===== src/rtl/vga_sync_gen.sv =====
// VGA timing generator: horizontal/vertical pixel counters with registered
// sync, visible and line/frame strobes aligned to the counter values.
module vga_sync_gen #(
  parameter int WIDTH     = 11,
  parameter int H_VISIBLE = 640,
  parameter int H_FP      = 16,
  parameter int H_SYNC    = 96,
  parameter int H_BP      = 48,
  parameter int V_VISIBLE = 480,
  parameter int V_FP      = 10,
  parameter int V_SYNC    = 2,
  parameter int V_BP      = 33,
  parameter bit HS_POL    = 1'b0,
  parameter bit VS_POL    = 1'b0
) (
  input  logic             clk,
  input  logic             rst,
  input  logic             pix_en,
  output logic [WIDTH-1:0] hcnt,
  output logic [WIDTH-1:0] vcnt,
  output logic             hsync,
  output logic             vsync,
  output logic             visible,
  output logic             line_start,
  output logic             frame_start
);

  localparam int H_TOTAL = H_VISIBLE + H_FP + H_SYNC + H_BP;
  localparam int V_TOTAL = V_VISIBLE + V_FP + V_SYNC + V_BP;

  generate
    if (H_VISIBLE < 1 || H_FP < 1 || H_SYNC < 1 || H_BP < 1 ||
        V_VISIBLE < 1 || V_FP < 1 || V_SYNC < 1 || V_BP < 1) begin : g_bad_region
      $error("vga_sync_gen: every porch/sync/visible length must be at least 1");
    end
    if (((H_TOTAL - 1) >> WIDTH) != 0 || ((V_TOTAL - 1) >> WIDTH) != 0) begin : g_bad_width
      $error("vga_sync_gen: WIDTH too small for H_TOTAL-1 or V_TOTAL-1");
    end
  endgenerate

  // Region boundaries as WIDTH-bit unsigned constants.
  localparam logic [WIDTH-1:0] H_LAST     = WIDTH'(H_TOTAL - 1);
  localparam logic [WIDTH-1:0] H_VIS_END  = WIDTH'(H_VISIBLE);
  localparam logic [WIDTH-1:0] H_SYNC_BEG = WIDTH'(H_VISIBLE + H_FP);
  localparam logic [WIDTH-1:0] H_SYNC_END = WIDTH'(H_VISIBLE + H_FP + H_SYNC - 1);
  localparam logic [WIDTH-1:0] V_LAST     = WIDTH'(V_TOTAL - 1);
  localparam logic [WIDTH-1:0] V_VIS_END  = WIDTH'(V_VISIBLE);
  localparam logic [WIDTH-1:0] V_SYNC_BEG = WIDTH'(V_VISIBLE + V_FP);
  localparam logic [WIDTH-1:0] V_SYNC_END = WIDTH'(V_VISIBLE + V_FP + V_SYNC - 1);

  logic             h_wrap;
  logic             v_wrap;
  logic [WIDTH-1:0] hcnt_nxt;
  logic [WIDTH-1:0] vcnt_nxt;
  logic             hsync_nxt;
  logic             vsync_nxt;
  logic             visible_nxt;

  // Next counter position and the outputs decoded from it, so the registered
  // outputs line up with the registered counters (zero relative latency).
  always_comb begin
    h_wrap   = (hcnt == H_LAST);
    v_wrap   = (vcnt == V_LAST);
    hcnt_nxt = h_wrap ? '0 : hcnt + WIDTH'(1);
    vcnt_nxt = vcnt;
    if (h_wrap) begin
      vcnt_nxt = v_wrap ? '0 : vcnt + WIDTH'(1);
    end
    hsync_nxt   = (hcnt_nxt >= H_SYNC_BEG && hcnt_nxt <= H_SYNC_END) ? HS_POL : ~HS_POL;
    vsync_nxt   = (vcnt_nxt >= V_SYNC_BEG && vcnt_nxt <= V_SYNC_END) ? VS_POL : ~VS_POL;
    visible_nxt = (hcnt_nxt < H_VIS_END) && (vcnt_nxt < V_VIS_END);
  end

  // Counter/output register; reset parks at the last position of the frame so
  // the first enabled pixel lands on (0,0) and raises frame_start.
  always_ff @(posedge clk) begin
    if (rst) begin
      hcnt        <= H_LAST;
      vcnt        <= V_LAST;
      hsync       <= ~HS_POL;
      vsync       <= ~VS_POL;
      visible     <= 1'b0;
      line_start  <= 1'b0;
      frame_start <= 1'b0;
    end else begin
      line_start  <= 1'b0;
      frame_start <= 1'b0;
      if (pix_en) begin
        hcnt        <= hcnt_nxt;
        vcnt        <= vcnt_nxt;
        hsync       <= hsync_nxt;
        vsync       <= vsync_nxt;
        visible     <= visible_nxt;
        line_start  <= h_wrap;
        frame_start <= h_wrap && v_wrap;
      end
    end
  end

endmodule


===== config.mk =====
export PLATFORM = sky130hd
export DESIGN_NAME = vga_sync_gen
export DESIGN_NICKNAME = d
export VERILOG_FILES = /design/src/rtl/vga_sync_gen.sv
export SDC_FILE = /design/constraint.sdc
export NUM_CORES = 1
export LEC_CHECK = 0
export ABC_AREA = 1
export CAP_MARGIN = 10
export CORE_AREA = 2 2 53 80
export DETAILED_ROUTE_END_ITERATION = 6
export DIE_AREA = 0 0 55 82
export PLACE_DENSITY = 0.73
export SYNTH_ARGS = -nofsm -noshare
export SYNTH_HDL_FRONTEND = slang
export SYNTH_SLANG_ARGS = --single-unit
export TNS_END_PERCENT = 50

===== constraint.sdc =====
create_clock -name clk -period 1.8 [get_ports clk]
set_clock_uncertainty 0.15 [all_clocks]
set_input_delay 0.27 -clock clk [delete_from_list [all_inputs] [get_ports clk]]
set_output_delay 0.27 -clock clk [all_outputs]
set_load 0.01 [all_outputs]

==> Word level (Yosys, flattened, before mapping) <==
Cells that the tools add are included.
{ "classes": {"add_sub_neg": 2, "multipliers": 0, "div": 0, "n_lt_le_gt_ge": 6, "n_eq_ne": 2, "shifts": 0, "mux": 5, "n_bitwise": 1, "reduce_logical": 5} }
{ "op_table": {"columns": ["op", "count"], "rows": [
  ["11-bit 2-to-1 mux", 3],
  ["11-bit by 1-bit adder with 11-bit output, second input constant", 2],
  ["11-bit by 10-bit equality test with 1-bit output, second input constant", 2],
  ["11-bit by 10-bit >= comparator with 1-bit output, second input constant", 1],
  ["11-bit by 9-bit >= comparator with 1-bit output, second input constant", 1],
  ["11-bit by 10-bit less-or-equal comparator with 1-bit output, second input constant", 1],
  ["11-bit by 9-bit less-or-equal comparator with 1-bit output, second input constant", 1],
  ["11-bit by 10-bit less-than comparator with 1-bit output, second input constant", 1],
  ["11-bit by 9-bit less-than comparator with 1-bit output, second input constant", 1],
  ["1-bit logical AND", 4],
  ["1-bit 2-to-1 mux", 2],
  ["2-bit OR reduction", 1],
  ["1-bit NOT", 1]
]} }
{ "totals": {"register_bits": 27, "latchBits": 0, "ram_bits": 0, "romBits": 0, "inputBits": 3, "output_inout_bits": 27, "mem_count": 0} }

==> Depth between registers and ports, before layout <==
Gate-level depths: netlist of run 1.
{ "depth": {"depth_word": 6, "mapped_depth": 14, "mapped_depth_nobuf": 14} }

==> Worst setup path before layout of run 1 <==
Ideal clock, no wire load.
{ "synth_path": {"path_type": "register to register", "startpoint": "reg hcnt[1]", "endpoint": "reg vsync", "arrival_ns": 1.631, "required_ns": 1.535, "path_slack_ns": -0.096, "path_stages_with_launch": 12, "n_path_buf": 1, "synth_period_minus_slack_ns": 1.896, "path_cell_list": "dfxtp_1 > ha_1 > nand4_4 > nor2_8 > buf_8 > nand4_2 > nand2_2 > inv_1 > nor2_1 > nand3_1 > nand2_1 > nand2_1"} }
{ "synth_via": {"elab_chain_len": 5, "elab_cells_between_ends": 6, "classes_between": "order compare (2); eq/ne (1); mux (2); reduce/logical (1)"} }
{ "synth_lines": {"columns": ["item", "line_no", "text"], "rows": [
  ["from (decl)", "19", "output logic [WIDTH-1:0] hcnt,"],
  ["from (signal assigned)", "89", "hcnt <= hcnt_nxt;"],
  ["11-bit by 10-bit equality test with 1-bit output (*)", "62", "h_wrap = (hcnt == H_LAST);"],
  ["11-bit 2-to-1 mux (*)", "66", "if (h_wrap) begin"],
  ["11-bit by 9-bit >= comparator with 1-bit output / 11-bit by 9-bit less-or-equal comparator with 1-bit output (equally long branches)", "70", "vsync_nxt = (vcnt_nxt >= V_SYNC_BEG && vcnt_nxt <= V_SYNC_END) ? VS_POL : ~VS_POL;"],
  ["1-bit logical AND (*)", "70", null],
  ["1-bit 2-to-1 mux (*)", "70", null],
  ["to (signal assigned)", "81", "vsync <= ~VS_POL;"],
  ["to (signal assigned)", "92", "vsync <= vsync_nxt;"],
  ["to (decl)", "22", "output logic vsync,"]
]} }
Every way passes the cells marked *; elsewhere a longest branch is shown, timed or not.
A chain may end at the register's enable or synchronous reset.

==> Final worst setup path of run 1 <==
{ "layout_path": {"startpoint": "reg hcnt[0]", "endpoint": "reg vcnt[3]"} }
{ "layout_via": {"elab_chain_len": 2} }
{ "layout_lines": {"columns": ["item", "line_no", "text"], "rows": [
  ["11-bit by 10-bit equality test with 1-bit output", "62", null],
  ["11-bit 2-to-1 mux", "66", null],
  ["to (signal assigned)", "90", "vcnt <= vcnt_nxt;"],
  ["to (decl)", "20", "output logic [WIDTH-1:0] vcnt,"]
]} }
No other way between the ends.

==> impl_metrics.toml, run 1 <==
[timing]
min_period_ns = 1.90
rsz0062_at_grt = "yes"
setup_viol = 4
tightest_slew_ns = 0.607
min_period_over_period_pct = 105
max_freq_mhz = 527
setup_ws_ns = -0.0981
hold_viol_final = 0
slew_headroom_pct = 59.5
finalMaxSlewViolations = 0

[power_and_ir_drop]
power_density_mw_per_mm2 = 652
power_frac_clock_pct = 21.2
ir_worst_vdd_mv = 0.454
swShare_pct = 35.0
power_frac_comb_pct = 37.8
internal_power_mw = 1.09
switching_power_mw = 0.587
p_total_mw = 1.68
p_leak_nw = 1.24
p_seq_share_pct = 41.0

[placed_design]
io_buffers = 29
dpl.hpwl_um = 3820
place_congestion = 0.978

[global_routing]
antenna_found_initial = 0
grt_pass1_vias = 1942
grt_max_degree = 25
grt-ovfl-total = 0
grt_pass1_wl_um = 8540
grt.total_usage_pct = 25.5

[yosys]
syn-num-nets = 274
ys_seq_elements = 27
ys_warn_count = 0
yosys.cell_types.count = 33
syn_area_mm2 = 0.00176
yosysTopAreaCell = "dfxtp_1"
ys_seq_area_share_pct = 30.8
synthesis.instances = 267
ys_top_cells_by_area = "dfxtp_1 (31%), nand2_1 (13%), inv_1 (7.1%), nand3_1 (6.0%), a21oi_1 (5.7%)"
synth_top_area_share_pct = 30.8
avgSynthCellArea_um2 = 6.57

[finish]
nFillCells = 338
finalNetCount = 344
antenna_cells = 0
syn_to_final_growth_pct = 46.5
drive_gt1_share_pct = 28.0
final_util_pct = 66.7

[worst_setup_path]
cp.required_ns = 1.83
cpPeakStageDelay_ns = 0.38
cp_slowest_cell = "dfxtp_4"
crit_arrival_ns = 1.93
cp-start-kind = "flop"
critPathMaxFanout = 7
cp-end-kind = "flop"
crit_type = "flop to flop"
critical_path_buf_inv_count = 3
cp_common_cell = "buf_4"
cp_cell_sequence = "ha_4 > nand4_4 > nor2_8 > nand2_4 > xnor2_2 > buf_4 > buf_4 > buf_4 > nand3_1 > nand2_1"
critPathTopFamily = "simple AND/OR/NAND/NOR gates"

[cts]
cts_buffers = 3
htreeDepth = 1
cts_num_sinks = 27
clk_transition_reported_paths_ns = 0.10
holdBufCountCts = 0
clock_latency_ns = 0.28
tritoncts = "yes"
clockBufferDepth = 2
cts_root_buf = "clkbuf_8"

[status]
violations = "setup timing"
status = "finished with violations"

[routing]
drt_drc_violations_left = 0
wl_per_cell_um = 14.1
ant_nets = 0
wl_met1_um = 2080
routed.top_layer = "met4"
vias = 2059
firstDrtPassIters = 4
routed_wl_um = 5380
via_per_inst = 5.40
wl_met2_um = 2910
route.met3.wl_um = 177
drt-initial-drc-count = 78

[floorplan]
die_area_mm2 = 0.00451
coreArea_mm2 = 0.00385
die_h_um = 82
initial_core_util_pct = 45.6
die_x_um = 55
fp-row-count = 28
io_pins = 30

[flow_run]
maxCapViolCount = 0

[worst_hold_path]
hp-class = "flop to flop"
## synthesized netlist by cell type, drive strengths merged
| cell type | number |
|---|---|
| buf | 2 |
| o31ai | 1 |
| nor2 | 28 |
| a21oi | 21 |
| ha | 4 |
| o21bai | 1 |
| nand4 | 13 |
| inv | 34 |
| or2 | 1 |
| nand3 | 24 |
| nand3b | 1 |
| o21ai | 21 |
| o211ai | 4 |
| nor3 | 3 |
| nor4 | 1 |
| xnor2 | 2 |
| xor2 | 4 |
| nand2 | 65 |
| o221ai | 1 |
| clkbuf | 9 |
| dfxtp | 27 |
## cell type report
class,count,area (um^2),share of cell area (%)
clock buffers,3,41.3,1.61
clock inverters,1,5.00,0.195
inverters,34,128,4.96
multi-input cells,196,1130,44.1
flip-flops and latches,27,561,21.8
well taps,45,56.3,2.19
repair buffers,75,647,25.2
## layer usage
layer	GRT usage (%)	up-vias
met1	28.4	964
met5	0	-
li1	-	1018
met2	46.5	57
met4	11.7	0
met3	2.55	20
## layout by cell type (no fill, tap or decap), drive strengths merged, types with 2 or more instances in the layout
master | synthesis | final
o21ai | 21 | 21
clkdlybuf4s50 | 0 | 28
xnor2 | 2 | 2
nand2 | 65 | 65
nor3 | 3 | 3
xor2 | 4 | 4
buf | 2 | 46
o211ai | 4 | 4
clkbuf | 9 | 3
ha | 4 | 4
a21oi | 21 | 21
dfxtp | 27 | 27
inv | 34 | 34
nand3 | 24 | 24
nand4 | 13 | 13
nor2 | 28 | 29
## sequential cells by signal, summed over array words and instances, names as in the netlist
signal and flops:
frame_start 1, hcnt 11, vsync 1, visible 1
hsync 1, line_start 1, vcnt 11
## worst min-delay path, stage by stage (launching register included)
cell,delay (ns)
dfxtp_1,0.35
a21oi_1,0.07
nand2_1,0.05
## final timing paths
kind	from	endpoint	slack, ns	cells past startpoint
max	hcnt[0]	vcnt[3]	-0.1	10
min	vsync	vsync	0.34	2
max reg2reg	hcnt[0]	vcnt[3]	-0.1	10
min reg2reg	vsync	vsync	0.34	2
## power by group through the flow
stage	Sequential, mW	Clock [mW]	Combinational (mW)
final	0.687	0.356	0.634
after global routing	0.693	0.385	0.696
after detailed placement	0.699	0	0.545
after global placement	0.698	0	0.538
after floorplan	0.722	0	0.282
after CTS	0.687	0.368	0.584
## timing repair
action | in CTS | in global routing
setup endpoints to repair | 7 | 14
resized for setup | 12 | 24
setup buffers | 7 | 5
gates cloned | 1 | 0
pin swaps | 7 | 13
## stage by stage
stage	hold slack, ns	cells	instance area (um^2)	setup TNS [ns]	worst slack, ns
2_1_floorplan	0.199	267	1770	0	0.0109
3_3_place_gp	0.324	364	2330	-0.0907	-0.0752
3_5_place_dp	0.326	364	2330	-0.203	-0.121
4_1_cts	0.353	376	2470	-0.130	-0.0473
5_1_grt	0.384	381	2570	-1.27	-0.199
6_report	0.342	381	2570	-0.289	-0.0981
## logic make-up (layout without fill, tap and decap cells)
logic type      Yosys count  after routing  synth area share [%]
compound gates           49             49                  15.3
xor+xnor                  6              6                  2.99
fa+ha+maj                 4              4                  2.85
buf+inv                  45            113                  10.4
flops                    27             27                  30.8
simple gates            136            137                  37.7
(Power assumes the default switching activity.)
==> run 2: changes to the inputs <==
Settings changed: CORE_AREA 2 2 53 80 to 2 2 50 76, DIE_AREA 0 0 55 82 to 0 0 52 78, PLACE_DENSITY 0.73 to 0.83.
Clock period 1.8 ns to 1.9 ns, I/O delays scaled along.
==> impl_metrics.toml, run 2 (synthesis gave the netlist of run 1 again) <==
[timing]
max_freq_mhz = 541
min_period_over_period_pct = 97.3
worst_hold_slack_ns = 0.340
slew_headroom_pct = 57.6
tightest_slew_ns = 0.635
setup_viol = 0
rsz0062_at_grt = "yes"
min_period_ns = 1.85
hold_viol_final = 0
finalMaxSlewViolations = 0

[flow_run]
maxCapViolCount = 0

[floorplan]
io_pins = 30
die_h_um = 78
initial_core_util_pct = 52.4
fp-row-count = 26
die_area_mm2 = 0.00406
coreArea_mm2 = 0.00335
die_x_um = 52

[worst_hold_path]
hold_path_startpoint = "visible"
worstHoldPathCells = 2
hp-class = "flop to flop"

[routing]
firstDrtPassIters = 4
drt_drc_violations_left = 0
vias = 1924
ant_nets = 0
via_per_inst = 5.39
routed_wl_um = 4720
drt-initial-drc-count = 48
wl_per_cell_um = 13.2

[cts]
clk_transition_reported_paths_ns = 0.09
htreeDepth = 1
cts_root_buf = "clkbuf_8"
clockBufferDepth = 2
tritoncts = "yes"
cts_num_sinks = 27
clock_latency_ns = 0.27
cts_buffers = 3

[finish]
final_common_cell = "nand2_1"
finalNetCount = 323
nFillCells = 277
final_cell_mix = "nand2_1 (60), inv_1 (32), clkdlybuf4s50_1 (29)"
antenna_cells = 0
largestRegisters = "hcnt x11, vcnt x11"
syn_to_final_growth_pct = 36.6
final_util_pct = 71.5
drive_gt1_share_pct = 19.7
fin_cells = 357

[placed_design]
place_congestion = 0.902
dpl.hpwl_um = 3460
placed_cells = 349
io_buffers = 29

[global_routing]
grt-ovfl-total = 0
grt_max_degree = 34
grt_pass1_wl_um = 7580
antenna_found_initial = 0
grt_pass1_vias = 1806
grt.total_usage_pct = 24.4

[worst_setup_path]
cp-start-kind = "flop"
critPathMaxFanout = 8
cp-end-kind = "flop"
reg2regPathDepth = 13
timing.rr.start = "hcnt[0]"
cp.required_ns = 1.92
crit_type = "flop to flop"
crit_arrival_ns = 1.87
rrSetupSlack_ns = 0.05
crit_path_start = "hcnt[0]"

[power_and_ir_drop]
p_total_mw = 1.51
power_density_mw_per_mm2 = 629
p_leak_nw = 1.13
ir_worst_vdd_mv = 0.520

[status]
status = "finished, final reports clean"
run 2: cell count changes in the layout (fill, tap and decap cells not counted), sizes merged:
cell | before | now
buf | 46 | 25
clkbuf | 3 | 5
clkdlybuf4s50 | 28 | 29
clkinv | 1 | 0
dlygate4sd2 | 1 | 0
nor2 | 29 | 28
run 2: timing repair:
action / CTS / global route
setup endpoints to repair: 3 / 5
hold buffers: 0 / 0
gates cloned: 0 / 1
setup buffers: 1 / 2
pin swaps: 2 / 10
resized for setup: 3 / 20
run 2: area by class of cell:
| cell class | count | area [um^2] | share of cell area (%) |
|---|---|---|---|
| Clock buffer | 4 | 45.0 | 1.88 |
| Timing Repair Buffer | 55 | 528 | 22.0 |
| Multi-Input combinational cell | 195 | 1100 | 45.8 |
| Tap cell | 42 | 52.6 | 2.19 |
| Sequential cell | 27 | 547 | 22.8 |
| Inverter | 34 | 128 | 5.32 |
run 2: metrics by stage:
stage / cell area [um^2] / setup slack (ns) / TNS (ns)
after floorplan: 1760 / 0.00425 / 0
after global placement: 2220 / -0.0967 / -0.0967
after detailed placement: 2220 / -0.129 / -0.142
after CTS: 2300 / 0.0250 / 0
after global routing: 2400 / -0.0764 / -0.0864
final: 2400 / 0.0515 / 0
run 2: critical path: stages, from the launching register on:
cell     delay (ns)
dfxtp_2        0.36
ha_4           0.16
nand4_4        0.13
nor2_8         0.23
buf_12         0.14
nand3_1        0.06
nand2_1        0.07
nand2_2        0.06
nor2_2         0.12
nand2_2        0.06
inv_1          0.05
nand3_1        0.06
nand2_1        0.06
nand2_1        0.04
run 2: metal layers:
metal  vias to the layer above  track usage (%)  routed length [um]
met5                         -                0                   0
met4                         0             13.7                 163
met3                        16             2.88                 192
met2                        61             44.2                2560
met1                       873             25.8                1800
li1                        974                -                   -
run 2: final timing paths:
path | endpoint
max | vsync
min | visible
max reg2reg | vsync
min reg2reg | visible
run 2: report_power, final:
part	switching, mW	internal, mW	leakage [nW]
clock	0.173	0.150	0.0228
combinational	0.289	0.244	0.887
sequential	0.0456	0.607	0.222
total	0.508	1.00	1.13
==> run 3: changes to the inputs <==
Settings changed: GPL_ROUTABILITY_DRIVEN set to 0.
==> impl_metrics.toml, run 3 (synthesis gave the netlist of run 1 again) <==
[status]
status = "finished, final reports clean"

[finish]
final_common_cell = "nand2_1"
syn_to_final_growth_pct = 35.1
final_cell_mix = "nand2_1 (59), inv_1 (31), clkdlybuf4s50_1 (29)"
largestRegisters = "hcnt x11, vcnt x11"
finalNetCount = 324
drive_gt1_share_pct = 20.9
final_area_mm2 = 0.00237
fin_cells = 358
antenna_cells = 0

[cts]
cts_root_buf = "clkbuf_8"
clockBufferDepth = 2
holdBufCountCts = 0
clk_transition_reported_paths_ns = 0.09
cts_num_sinks = 27
htreeDepth = 1
clock_latency_ns = 0.27
cts_buffers = 3
tritoncts = "yes"

[timing]
min_period_over_period_pct = 99.7
min_period_ns = 1.89
slew_headroom_pct = 56.1
setup_viol = 0
rsz0062_at_grt = "yes"
tightest_slew_ns = 0.658
finalMaxSlewViolations = 0
max_freq_mhz = 528
hold_viol_final = 0

[routing]
routed_wl_um = 5390
drt-initial-drc-count = 88
vias = 2093
firstDrtPassIters = 5
drt_drc_violations_left = 0
via_per_inst = 5.85
wl_per_cell_um = 15.1
ant_nets = 0

[global_routing]
grt_pass1_wl_um = 9000
grt.total_usage_pct = 28.7
grt-busiest-layer = "met2"
grt_max_degree = 34
met2_usage_pct = 50.4
grt-ovfl-total = 0
grt_pass1_vias = 2049
met1_usage_pct = 30.9
grt_util_met3_pct = 4.62
antenna_found_initial = 0

[placed_design]
placed_area_mm2 = 0.00221
placed_cells = 348
io_buffers = 29
dpl.hpwl_um = 3650

[power_and_ir_drop]
switching_power_mw = 0.527
power_density_mw_per_mm2 = 640
ir_worst_vdd_mv = 0.599
p_seq_share_pct = 43.1
internal_power_mw = 0.991
p_leak_nw = 1.12
power_frac_comb_pct = 35.4
swShare_pct = 34.7
power_frac_clock_pct = 21.5

[worst_setup_path]
reg2regPathDepth = 9
crit_arrival_ns = 1.92
cp-end-kind = "flop"
cp.required_ns = 1.92
crit_type = "flop to flop"
cp-start-kind = "flop"
critPathMaxFanout = 5

[flow_run]
maxCapViolCount = 0

[floorplan]
die_x_um = 52
die_area_mm2 = 0.00406
die_h_um = 78
coreArea_mm2 = 0.00335
fp-row-count = 26
io_pins = 30
initial_core_util_pct = 52.4

[worst_hold_path]
worstHoldPathCells = 2
hp-class = "flop to flop"
[run 3: worst paths after layout]
path	start	end	slack, ns
worst max-delay path	vcnt[1]	vsync	0.006
worst min-delay path	vsync	vsync	0.35
worst max register to register	vcnt[1]	vsync	0.006
worst min register to register	vsync	vsync	0.35
[run 3: layer usage]
layer / vias to the layer above / share of wire [%]
li1: 985 / -
met1: 951 / 36
met2: 107 / 52
met3: 50 / 5.5
met4: 0 / 7.0
met5: - / 0
[run 3: critical path: stages (launching register included)]
cell and delay (ns):
dfxtp_1 0.34, buf_4 0.13, nand3_1 0.07, nor2_1 0.34
nand3_1 0.22, xor2_1 0.21, nor2_1 0.13, nand3_1 0.09
nand2_1 0.06, nand2_1 0.04
[run 3: per-stage QoR]
stage | hold slack [ns] | setup slack (ns) | util [%] | setup TNS [ns] | total power [mW]
2_1_floorplan | 0.214 | 0.00425 | - | 0 | 0.945
3_3_place_gp | 0.309 | -0.0607 | 66.1 | -0.0607 | 1.13
3_5_place_dp | 0.319 | -0.106 | 66.1 | -0.170 | 1.14
4_1_cts | 0.344 | 0.0121 | 69.5 | 0 | 1.50
5_1_grt | 0.359 | -0.108 | 70.8 | -0.226 | 1.61
6_report | 0.345 | 0.00633 | 70.8 | 0 | 1.52
[run 3: repair_timing]
item                                    CTS  global route
buffers inserted                          4             1
pin swaps                                 5             9
gates resized for setup                   7            19
endpoints found under the setup margin    3             8
cloned                                    1             0
[run 3: cell type report]
| type | count | area, um^2 |
|---|---|---|
| Multi-Input combinational cell | 196 | 1100 |
| Fill cell | 271 | 978 |
| Sequential cell | 27 | 551 |
| Timing Repair Buffer | 55 | 498 |
| Inverter | 34 | 128 |
| Tap cell | 42 | 52.6 |
| Clock buffer | 4 | 45.0 |
[run 3: power by group through the flow]
stage	Clock [mW]	Sequential [mW]	Combinational (mW)
2_1_floorplan	0	0.681	0.264
3_3_place_gp	0	0.659	0.469
3_5_place_dp	0	0.661	0.479
4_1_cts	0.332	0.651	0.513
5_1_grt	0.360	0.660	0.589
6_report	0.327	0.654	0.537
